File: config.mk
export PLATFORM = sky130hd
export DESIGN_NAME = uart_rx_fsm_flat
export DESIGN_NICKNAME = d
export VERILOG_FILES = /design/src/rtl/uart_rx_fsm_if.sv /design/src/rtl/uart_rx_fsm.sv /design/src/flat_wrapper.sv
export SDC_FILE = /design/constraint.sdc
export NUM_CORES = 1
export LEC_CHECK = 0
export BUFFER_PORTS_ARGS = -buffer_cell sky130_fd_sc_hd__buf_2
export CORE_MARGIN = 3
export CORE_UTILIZATION = 40
export CTS_BUF_LIST = sky130_fd_sc_hd__clkbuf_8
export CTS_CLUSTER_DIAMETER = 80
export DETAILED_ROUTE_END_ITERATION = 8
export PLACE_DENSITY = 0.54
export SLEW_MARGIN = 10
export SYNTH_ARGS = -nofsm -noshare
export SYNTH_HDL_FRONTEND = slang
export SYNTH_SLANG_ARGS = --single-unit
File: constraint.sdc
create_clock -name i_clk -period 3.2 [get_ports i_clk]
set_input_delay 0 -clock i_clk [delete_from_list [all_inputs] [get_ports i_clk]]
set_output_delay 0 -clock i_clk [all_outputs]
set_load 0.03 [all_outputs]
File: src/rtl/uart_rx_fsm_if.sv
// Byte-side bundle of the 8N1 receiver: serial line in, received byte and status strobes out.
`timescale 1ns / 1ps
interface uart_rx_fsm_if;
    logic       i_rx;
    logic [7:0] o_data;
    logic       o_valid;
    logic       o_frame_err;
    logic       o_busy;

    // master: the receiver itself; slave: whoever drives the line and consumes bytes.
    modport master (
        input  i_rx,
        output o_data,
        output o_valid,
        output o_frame_err,
        output o_busy
    );

    modport slave (
        output i_rx,
        input  o_data,
        input  o_valid,
        input  o_frame_err,
        input  o_busy
    );
endinterface

File: src/rtl/uart_rx_fsm.sv
// 8N1 UART receiver: two-flop line synchroniser, start-bit qualification at half a bit,
// mid-bit data sampling, one-cycle valid / frame-error strobes and break hold-off.
`timescale 1ns / 1ps
module uart_rx_fsm #(
    parameter int unsigned CLKS_PER_BIT = 10416,
    parameter int unsigned CNT_W        = 14
) (
    input  logic          i_clk,
    input  logic          i_reset,
    uart_rx_fsm_if.master bus
);

    typedef enum logic [2:0] {
        S_IDLE  = 3'd0,
        S_START = 3'd1,
        S_DATA  = 3'd2,
        S_STOP  = 3'd3,
        S_BREAK = 3'd4
    } state_e;

    localparam logic [CNT_W-1:0] L_HALF = CNT_W'(CLKS_PER_BIT / 2 - 1);
    localparam logic [CNT_W-1:0] L_LAST = CNT_W'(CLKS_PER_BIT - 1);

    state_e           r_state;
    logic             r_rx_meta;
    logic             r_rx_s;
    logic [CNT_W-1:0] r_cnt;
    logic [2:0]       r_bit_idx;
    logic [7:0]       r_shift;
    logic [7:0]       r_data;
    logic             r_valid;
    logic             r_frame_err;
    logic             r_busy;

    logic w_cnt_half;
    logic w_cnt_last;

    assign w_cnt_half = (r_cnt == L_HALF);
    assign w_cnt_last = (r_cnt == L_LAST);

    always_ff @(posedge i_clk or posedge i_reset) begin
        if (i_reset) begin
            r_state     <= S_IDLE;
            r_rx_meta   <= 1'b1;
            r_rx_s      <= 1'b1;
            r_cnt       <= '0;
            r_bit_idx   <= '0;
            r_shift     <= '0;
            r_data      <= '0;
            r_valid     <= 1'b0;
            r_frame_err <= 1'b0;
            r_busy      <= 1'b0;
        end else begin
            r_rx_meta   <= bus.i_rx;
            r_rx_s      <= r_rx_meta;
            r_valid     <= 1'b0;
            r_frame_err <= 1'b0;

            unique case (r_state)
                S_IDLE: begin
                    r_cnt <= '0;
                    if (!r_rx_s) begin
                        r_state <= S_START;
                        r_busy  <= 1'b1;
                    end
                end

                // A low that is gone by half a bit is treated as a glitch, not a start bit.
                S_START: begin
                    if (w_cnt_half) begin
                        r_cnt     <= '0;
                        r_bit_idx <= '0;
                        if (!r_rx_s) begin
                            r_state <= S_DATA;
                        end else begin
                            r_state <= S_IDLE;
                            r_busy  <= 1'b0;
                        end
                    end else begin
                        r_cnt <= r_cnt + CNT_W'(1);
                    end
                end

                S_DATA: begin
                    if (w_cnt_last) begin
                        r_shift   <= {r_rx_s, r_shift[7:1]};
                        r_cnt     <= '0;
                        r_bit_idx <= r_bit_idx + 3'd1;
                        if (r_bit_idx == 3'd7) begin
                            r_state <= S_STOP;
                        end
                    end else begin
                        r_cnt <= r_cnt + CNT_W'(1);
                    end
                end

                S_STOP: begin
                    if (w_cnt_last) begin
                        r_cnt <= '0;
                        if (r_rx_s) begin
                            r_data  <= r_shift;
                            r_valid <= 1'b1;
                            r_state <= S_IDLE;
                            r_busy  <= 1'b0;
                        end else begin
                            r_frame_err <= 1'b1;
                            r_state     <= S_BREAK;
                        end
                    end else begin
                        r_cnt <= r_cnt + CNT_W'(1);
                    end
                end

                // Hold off until the line idles so a break cannot masquerade as a start bit.
                S_BREAK: begin
                    r_cnt <= '0;
                    if (r_rx_s) begin
                        r_state <= S_IDLE;
                        r_busy  <= 1'b0;
                    end
                end

                default: begin
                    r_state <= S_IDLE;
                    r_cnt   <= '0;
                    r_busy  <= 1'b0;
                end
            endcase
        end
    end

    assign bus.o_data      = r_data;
    assign bus.o_valid     = r_valid;
    assign bus.o_frame_err = r_frame_err;
    assign bus.o_busy      = r_busy;

endmodule

File: src/flat_wrapper.sv
// flat-port wrapper written by rule: the top's interface ports become plain ports
module uart_rx_fsm_flat 
#(
    parameter int unsigned CLKS_PER_BIT = 10416,
    parameter int unsigned CNT_W        = 14
)
  (i_clk, i_reset, bus_i_rx, bus_o_data, bus_o_valid, bus_o_frame_err, bus_o_busy);
  uart_rx_fsm_if bus_i ();
  input  logic i_clk;
  input  logic i_reset;
  input wire logic [$bits(bus_i.i_rx)-1:0] bus_i_rx;
  output wire logic [$bits(bus_i.o_data)-1:0] bus_o_data;
  output wire logic [$bits(bus_i.o_valid)-1:0] bus_o_valid;
  output wire logic [$bits(bus_i.o_frame_err)-1:0] bus_o_frame_err;
  output wire logic [$bits(bus_i.o_busy)-1:0] bus_o_busy;
  assign bus_i.i_rx = bus_i_rx;
  assign bus_o_data = bus_i.o_data;
  assign bus_o_valid = bus_i.o_valid;
  assign bus_o_frame_err = bus_i.o_frame_err;
  assign bus_o_busy = bus_i.o_busy;
  uart_rx_fsm #(.CLKS_PER_BIT(CLKS_PER_BIT), .CNT_W(CNT_W)) u_core (.i_clk(i_clk), .i_reset(i_reset), .bus(bus_i));
endmodule
# --- Word level (Yosys, flattened, before mapping) ---
# Cells that the tools add are included.
totals:
  ff_bits: 41
  latch_bits: 0
  ram_bits: 0
  romBits: 0
  in_bits: 3
  out_inout_bits: 11
  wordCells: 60
  mem_count: 0
op_classes:
  addsub: 2
  mul: 0
  n_div: 0
  n_lt_le_gt_ge: 0
  n_eq_ne: 13
  n_shift: 0
  n_mux: 26
  bitwise: 1
  reduce_logical: 8
ops:
  columns: ["cell", "n"]
  rows:
  - ["$mux 14", 2]
  - ["$pmux 14 s2", 1]
  - ["$mux 3", 9]
  - ["$pmux 3 s5", 1]
  - ["$add 14x1->14 const B", 1]
  - ["$eq 14x13->1 const B", 1]
  - ["$eq 14x14->1 const B", 1]
  - ["$mux 1", 10]
  - ["$ne 2x1->1 const B", 5]
  - ["$eq 3x2->1 const B", 2]
  - ["$eq 3x3->1 const B", 2]
  - ["$pmux 3 s2", 1]
  - ["$reduce_and 3->1", 2]
  - ["$reduce_and 6->1", 1]
  - ["$pmux 1 s5", 1]
  - ["$reduce_and 4->1", 1]
  - ["$add 3x1->3 const B", 1]
  - ["$eq 3x1->1 const B", 1]
  - ["$logic_not 3->1", 1]
  - ["$mux 2", 1]
  - ["$ne 2x2->1 const B", 1]
  - ["$reduce_and 2->1", 1]
  - ["$reduce_bool 2->1", 1]
  - ["$reduce_or 2->1", 1]
  - ["$not 1->1", 1]

# --- Longest topological paths before layout ---
# Gate-level depths: netlist of run 1.
logic_depth:
  ltp_word: 4
  depth_mapped: 7
  ltp_nobuf: 6

# --- Least setup slack after synthesis of run 1 ---
# Ideal clock, no wire load.
synth_timing:
  kind: "register -> register"
  startpoint: "reg u_core.r_cnt[6]"
  endpoint: "reg u_core.r_shift[0]"
  setup_time_ps: 125
  arrival_time_ps: 2211
  required_time_ps: 3075
  setup_slack_ps: 864
  path_stages_with_launch: 6
  path_buffers: 1
  period_less_slack_ps: 2336
  path_cell_list: "dfrtp_1 > or4_1 > or4_4 > or3_4 > buf_6 > mux2_4"
synth_via:
  elab_chain_len: 2
synth_rtl:
  columns: ["item", "line", "rtl"]
  rows:
  - ["from (decl)", "uart_rx_fsm.sv:27", "logic [CNT_W-1:0] r_cnt;"]
  - ["from (signal assigned)", "uart_rx_fsm.sv:80", "r_cnt <= r_cnt + CNT_W'(1);"]
  - ["from (signal assigned)", "uart_rx_fsm.sv:93", "r_cnt <= r_cnt + CNT_W'(1);"]
  - ["from (signal assigned)", "uart_rx_fsm.sv:110", "r_cnt <= r_cnt + CNT_W'(1);"]
  - ["$eq 14x14->1", "uart_rx_fsm.sv:39", "assign w_cnt_last = (r_cnt == L_LAST);"]
  - ["$reduce_and 2->1 (no line)", null, null]
  - ["to (signal assigned)", "uart_rx_fsm.sv:86", "r_shift <= {r_rx_s, r_shift[7:1]};"]
  - ["to (decl)", "uart_rx_fsm.sv:29", "logic [7:0] r_shift;"]
# Every way passes these cells.
# A chain may end at the register's enable or synchronous reset.

# --- Final worst setup path of run 1 ---
layout_timing:
  startpoint: "reg u_core.r_cnt[4]"
  endpoint: "reg u_core.r_shift[3]"
# Same word-level chain as after synthesis.

==> results of run 1 <==
## power breakdown
| part | leakage, nW | switching, mW | internal [mW] |
|---|---|---|---|
| Clock | 0.0491 | 0.167 | 0.148 |
| Sequential | 0.546 | 0.00136 | 0.520 |
| Combinational | 0.421 | 0.0105 | 0.00393 |
## cell usage in the layout, fill, tap and decap left out, types with 4 or more instances in the layout
cell type / netlist / layout
clkbuf_8: 0 / 5
buf_2: 1 / 13
xnor2_1: 9 / 9
nand3_1: 7 / 7
nand2_1: 6 / 6
nor2_1: 24 / 24
ha_1: 4 / 4
mux2_2: 9 / 9
mux2_4: 7 / 7
inv_1: 6 / 7
dfrtp_1: 39 / 39
## through the flow
step | util, % | area, um2 | hold slack, ns
CTS | 47.5 | 2120 | 0.343
detailed placement | 45.2 | 2020 | 0.110
finish | 47.5 | 2120 | 0.357
global route | 47.5 | 2120 | 0.357
global placement | 45.2 | 2020 | 0.105
floorplan | - | 1900 | 0.00448
## worst paths after layout
check                                    endpoint        startpoint  slack, ns
worst min-delay path                u_core.r_rx_s  u_core.r_rx_meta       0.36
min in group asynchronous         u_core.r_cnt[1]           i_reset       0.38
max in group asynchronous        u_core.r_rx_meta           i_reset       2.46
worst max register to register  u_core.r_shift[3]   u_core.r_cnt[4]       0.81
worst min register to register      u_core.r_rx_s  u_core.r_rx_meta       0.36
worst max-delay path            u_core.r_shift[3]   u_core.r_cnt[4]       0.81
## cells by family after synthesis
kind of cell | count (synthesis) | synth area share (%)
AO/OA/AOI/OAI | 14 | 4.99
XOR/XNOR | 12 | 5.52
adder cells (fa/ha/maj) | 4 | 2.63
buffers and inverters | 11 | 2.63
flip-flops | 41 | 54.0
multiplexers | 18 | 11.9
AND/OR/NAND/NOR | 65 | 18.3
## flip-flops by register name, summed over array words and instances (netlist names)
name,count
u_core.r_shift,8
u_core.r_rx_meta,1
u_core.bus.o_valid,1
u_core.r_rx_s,1
u_core.bus.o_busy,1
u_core.r_bit_idx,3
u_core.r_cnt,14
u_core.bus.o_frame_err,1
u_core.bus.o_data,8
u_core.r_state,3
## per-layer routing
metal / vias to the layer above / global-route usage, % / wire (um) / share of wire [%]
met5: - / 0 / 0 / 0
met3: 4 / 5.61 / 146 / 4.2
li1: 617 / - / - / -
met2: 32 / 21.7 / 1720 / 49
met1: 611 / 19.3 / 1610 / 46
met4: 0 / 6.13 / 31 / 0.88
## critical path: stages (launching register included)
cell	delay, ns
dfrtp_1	0.44
or4_1	0.52
or4_4	0.54
or3_4	0.45
mux2_4	0.33
## area by class of cell
type | instances | area, um2
Tap cell | 52 | 65.1
Multi-Input combinational cell | 113 | 826
Sequential cell | 41 | 1030
Fill cell | 405 | 2350
Clock inverter | 3 | 13.8
Clock buffer | 5 | 68.8
Timing Repair Buffer | 17 | 100
Inverter | 6 | 22.5
==> impl_metrics.yaml, run 1 <==
floorplan:
  start_util_pct: 42.6
  fp.dieArea_um2: 5630
  coreArea_um2: 4470
  fp.dieW_um: 75
  die_h_um: 75
  rows: 24
  ios: 14
layout:
  layout-drive-gt1-share_pct: 25.4
  diodes: 0
  fin_cells: 237
  area_growth_pct: 11.6
  nets: 191
worst_setup_path:
  arrival_ns: 2.57
  worst_setup_path_end_kind: "flop"
  critPathKind: "flop to flop"
  required_ns: 3.37
  startpoint_type: "flop"
  reg2reg_depth: 4
  crit_fanout: 11
drt:
  dr.pass1.iters: 4
  wl_um: 3510
  drtAntennaViolNets: 0
  drc: 0
  vias_per_cell: 5.33
  num_vias: 1264
  wl_per_cell_um: 14.8
  drt-initial-drc-count: 96
timing:
  finalCriticalPeriod_ns: 2.39
  rsz0062_at_grt: "no"
  worst_pin_slew_ns: 0.504
  fin_skew_ns: 0.00301
  timing.fmax_mhz: 418
  fin_ws_ns: 0.806
  finalSetupViolations: 0
  hold_viol: 0
  relSlewSlack_pct: 66.4
  fin_tns_setup_ns: 0
  fin_crit_sh_pct: 74.8
  slew_viol_final: 0
clock_network:
  worstSkewPairLatency_ns: 0.28
  postCtsHoldBufs: 2
  clockBufferDepth: 2
  cts_tree: "built"
  root_buffer: "clkbuf_8"
  cts_sinks: 41
  clk_pin_slew_ns: 0.07
  htree_levels: 2
  cts_resized: 0
  post_cts_buffers: 0
  numCtsBuffers: 5
place:
  port_buffers: 13
  place_ws_ns: 0.804
  place.gp.congestion: 0.801
  dp_cells: 227
  hpwl_um: 2380
power_and_ir_drop:
  peakVddDrop_v: 0.000180
  leakagePower_nw: 1.02
  p_per_area_nw_per_um2: 400
  total_power_mw: 0.851
yosys:
  ys_ff_latch: 41
  yosys.area.top_type: "dfrtp_1"
  synth-edff-count: 0
  ys.flop_type: "dfrtp_1"
  yosysWarnings: 0
  ys_top_cells_by_count: "dfrtp_1 (39), nor2_1 (24), mux2_2 (9), xnor2_1 (9)"
  synth_top_area_share_pct: 51.2
  synth_nets: 172
  synth_area_leaders: "dfrtp_1 (51%), mux2_4 (5.5%), mux2_2 (5.3%)"
  synthArstFlopShare_pct: 100
  syn-cell-area_um2: 1900
  synthCells: 165
  ys_seq_area_share_pct: 54.0
  yosysMostFrequentCell: "dfrtp_1"
  synth_cell_types: 40
  syn_area_per_cell_um2: 11.5
grt:
  grt_usage_pct: 14.7
  grt_max_degree: 42
  grt_pass1_wl_um: 6130
  grt_pass1_vias: 1267
  antenna_found_initial: 0
  overflow: 0
worst_hold_path:
  hold_path.class: "flop to flop"
  min_path_cells: 0
outcome:
  outcome: "completed"
flow_run:
  maxCapViolCount: 0
Power figures use the tool's default switching activity.
==> inputs of run 2 (changes only) <==
clock period = 2.3 ns   (was 3.2 ns; I/O delays follow)
==> impl_metrics.yaml, run 2 (same netlist as run 1, synthesis figures left out) <==
floorplan:
  rows: 24
  ios: 14
  fp.dieW_um: 75
  start_util_pct: 42.6
  fp.dieArea_um2: 5630
  die_h_um: 75
  coreArea_um2: 4470
place:
  port_buffers: 13
  place.gp.congestion: 0.878
  place_ws_ns: 0.0252
  dp_cells: 238
  hpwl_um: 2520
clock_network:
  root_buffer: "clkbuf_8"
  cts_sinks: 41
  cts_tree: "built"
  htree_levels: 2
  numCtsBuffers: 5
  worstSkewPairLatency_ns: 0.29
  post_cts_buffers: 0
  clockBufferDepth: 2
  clk_pin_slew_ns: 0.08
timing:
  fin_crit_sh_pct: 98.2
  fin_ws_ns: 0.0410
  hold_viol: 0
  worst_pin_slew_ns: 0.510
  fin_skew_ns: 0.00690
  finalCriticalPeriod_ns: 2.26
  relSlewSlack_pct: 66.0
  timing.fmax_mhz: 443
  hold_ws_ns: 0.354
  rsz0062_at_grt: "yes"
  finalSetupViolations: 0
  slew_viol_final: 0
grt:
  overflow: 0
  grt_usage_pct: 14.5
  grt_pass1_wl_um: 6020
  grt_pass1_vias: 1281
  grt_max_degree: 42
  antenna_found_initial: 0
layout:
  fin_cells: 249
  regArea_um2: 1030
  nets: 203
  multi_input_area_um2: 840
  layout-drive-gt1-share_pct: 30.5
  diodes: 0
  top_register: "u_core.r_cnt"
  layout_common_cells: "dfrtp_1 (39), nor2_1 (24), buf_2 (13), buf_4 (12)"
  final_util_pct: 50.8
  largest_reg_flops: 14
  area_growth_pct: 19.3
  fill_cells: 410
  layout_commonest_cell: "dfrtp_1"
worst_setup_path:
  worst_setup_path_end_kind: "flop"
  required_ns: 2.48
  max_stage_delay_ns: 0.52
  cp_num_buf_inv: 0
  path_cells: "or4_1 > or4_4 > or3_4 > mux2_4"
  path_delay_family: "simple AND/OR/NAND/NOR gates"
  crit_slowest_cell: "or4_1"
  startpoint_type: "flop"
  critPathKind: "flop to flop"
  crit_fanout: 6
  arrival_ns: 2.44
drt:
  drtAntennaViolNets: 0
  wl_per_cell_um: 14.3
  drc: 0
  wl_um: 3560
  num_vias: 1312
  dr.pass1.iters: 6
  vias_per_cell: 5.27
  drt-initial-drc-count: 118
power_and_ir_drop:
  peakVddDrop_v: 0.000413
  leakagePower_nw: 1.09
  total_power_mw: 1.35
  p_per_area_nw_per_um2: 592
flow_run:
  maxCapViolCount: 0
outcome:
  outcome: "completed"
worst_hold_path:
  hold_path.class: "input port to flop"
==> run 2: changes by cell type in the layout (fill, tap and decap cells not counted), sizes merged <==
cell | before | now
clkinv | 2 | 0
inv | 7 | 6
bufinv | 0 | 1
or3 | 1 | 2
clkbuf | 5 | 6
buf | 15 | 26
clkinvlp | 0 | 1
==> run 2: stage by stage <==
stage          area [um2]  TNS [ns]
6_report             2270         0
3_3_place_gp         2120         0
4_1_cts              2260         0
2_1_floorplan        1910   -0.0467
3_5_place_dp         2120         0
5_1_grt              2270   -0.0251
==> run 2: layer usage <==
| metal | routed length, um | track usage (%) | share of wire (%) |
|---|---|---|---|
| met3 | 118 | 4.01 | 3.3 |
| met4 | 60 | 5.93 | 1.7 |
| met5 | 0 | 0 | 0 |
| met2 | 1750 | 23.3 | 49 |
| met1 | 1630 | 18.4 | 46 |
==> run 2: final timing paths <==
path	depth (start not counted)	slack, ns	start	endpoint
setup / recovery	4	0.04	u_core.r_cnt[6]	u_core.r_shift[1]
hold reg to reg	0	0.36	u_core.r_rx_meta	u_core.r_rx_s
setup reg to reg	4	0.04	u_core.r_cnt[6]	u_core.r_shift[1]
hold / removal	2	0.35	bus_i_rx	u_core.r_rx_meta
max in group asynchronous	4	1.56	i_reset	u_core.r_rx_s
min in group asynchronous	4	0.37	i_reset	u_core.r_shift[3]
==> run 2: what timing repair did <==
action,4_1_cts,5_1_grt
resized for setup,0,1
hold buffers,2,0
hold endpoints to repair,40,0
setup endpoints to repair,0,8
==> run 2: final cells by class <==
class                   instances  area share, %
clock buffers                   6           3.64
multi-input cells             114           37.0
repair buffers                 28           8.60
flip-flops and latches         41           45.3
inverters                       6          0.992
clock inverters                 2           1.65
well taps                      52           2.87
==> run 2: power by group <==
group | switching, mW | internal [mW]
logic | 0.0148 | 0.00547
registers | 0.00217 | 0.723
clock network | 0.247 | 0.353
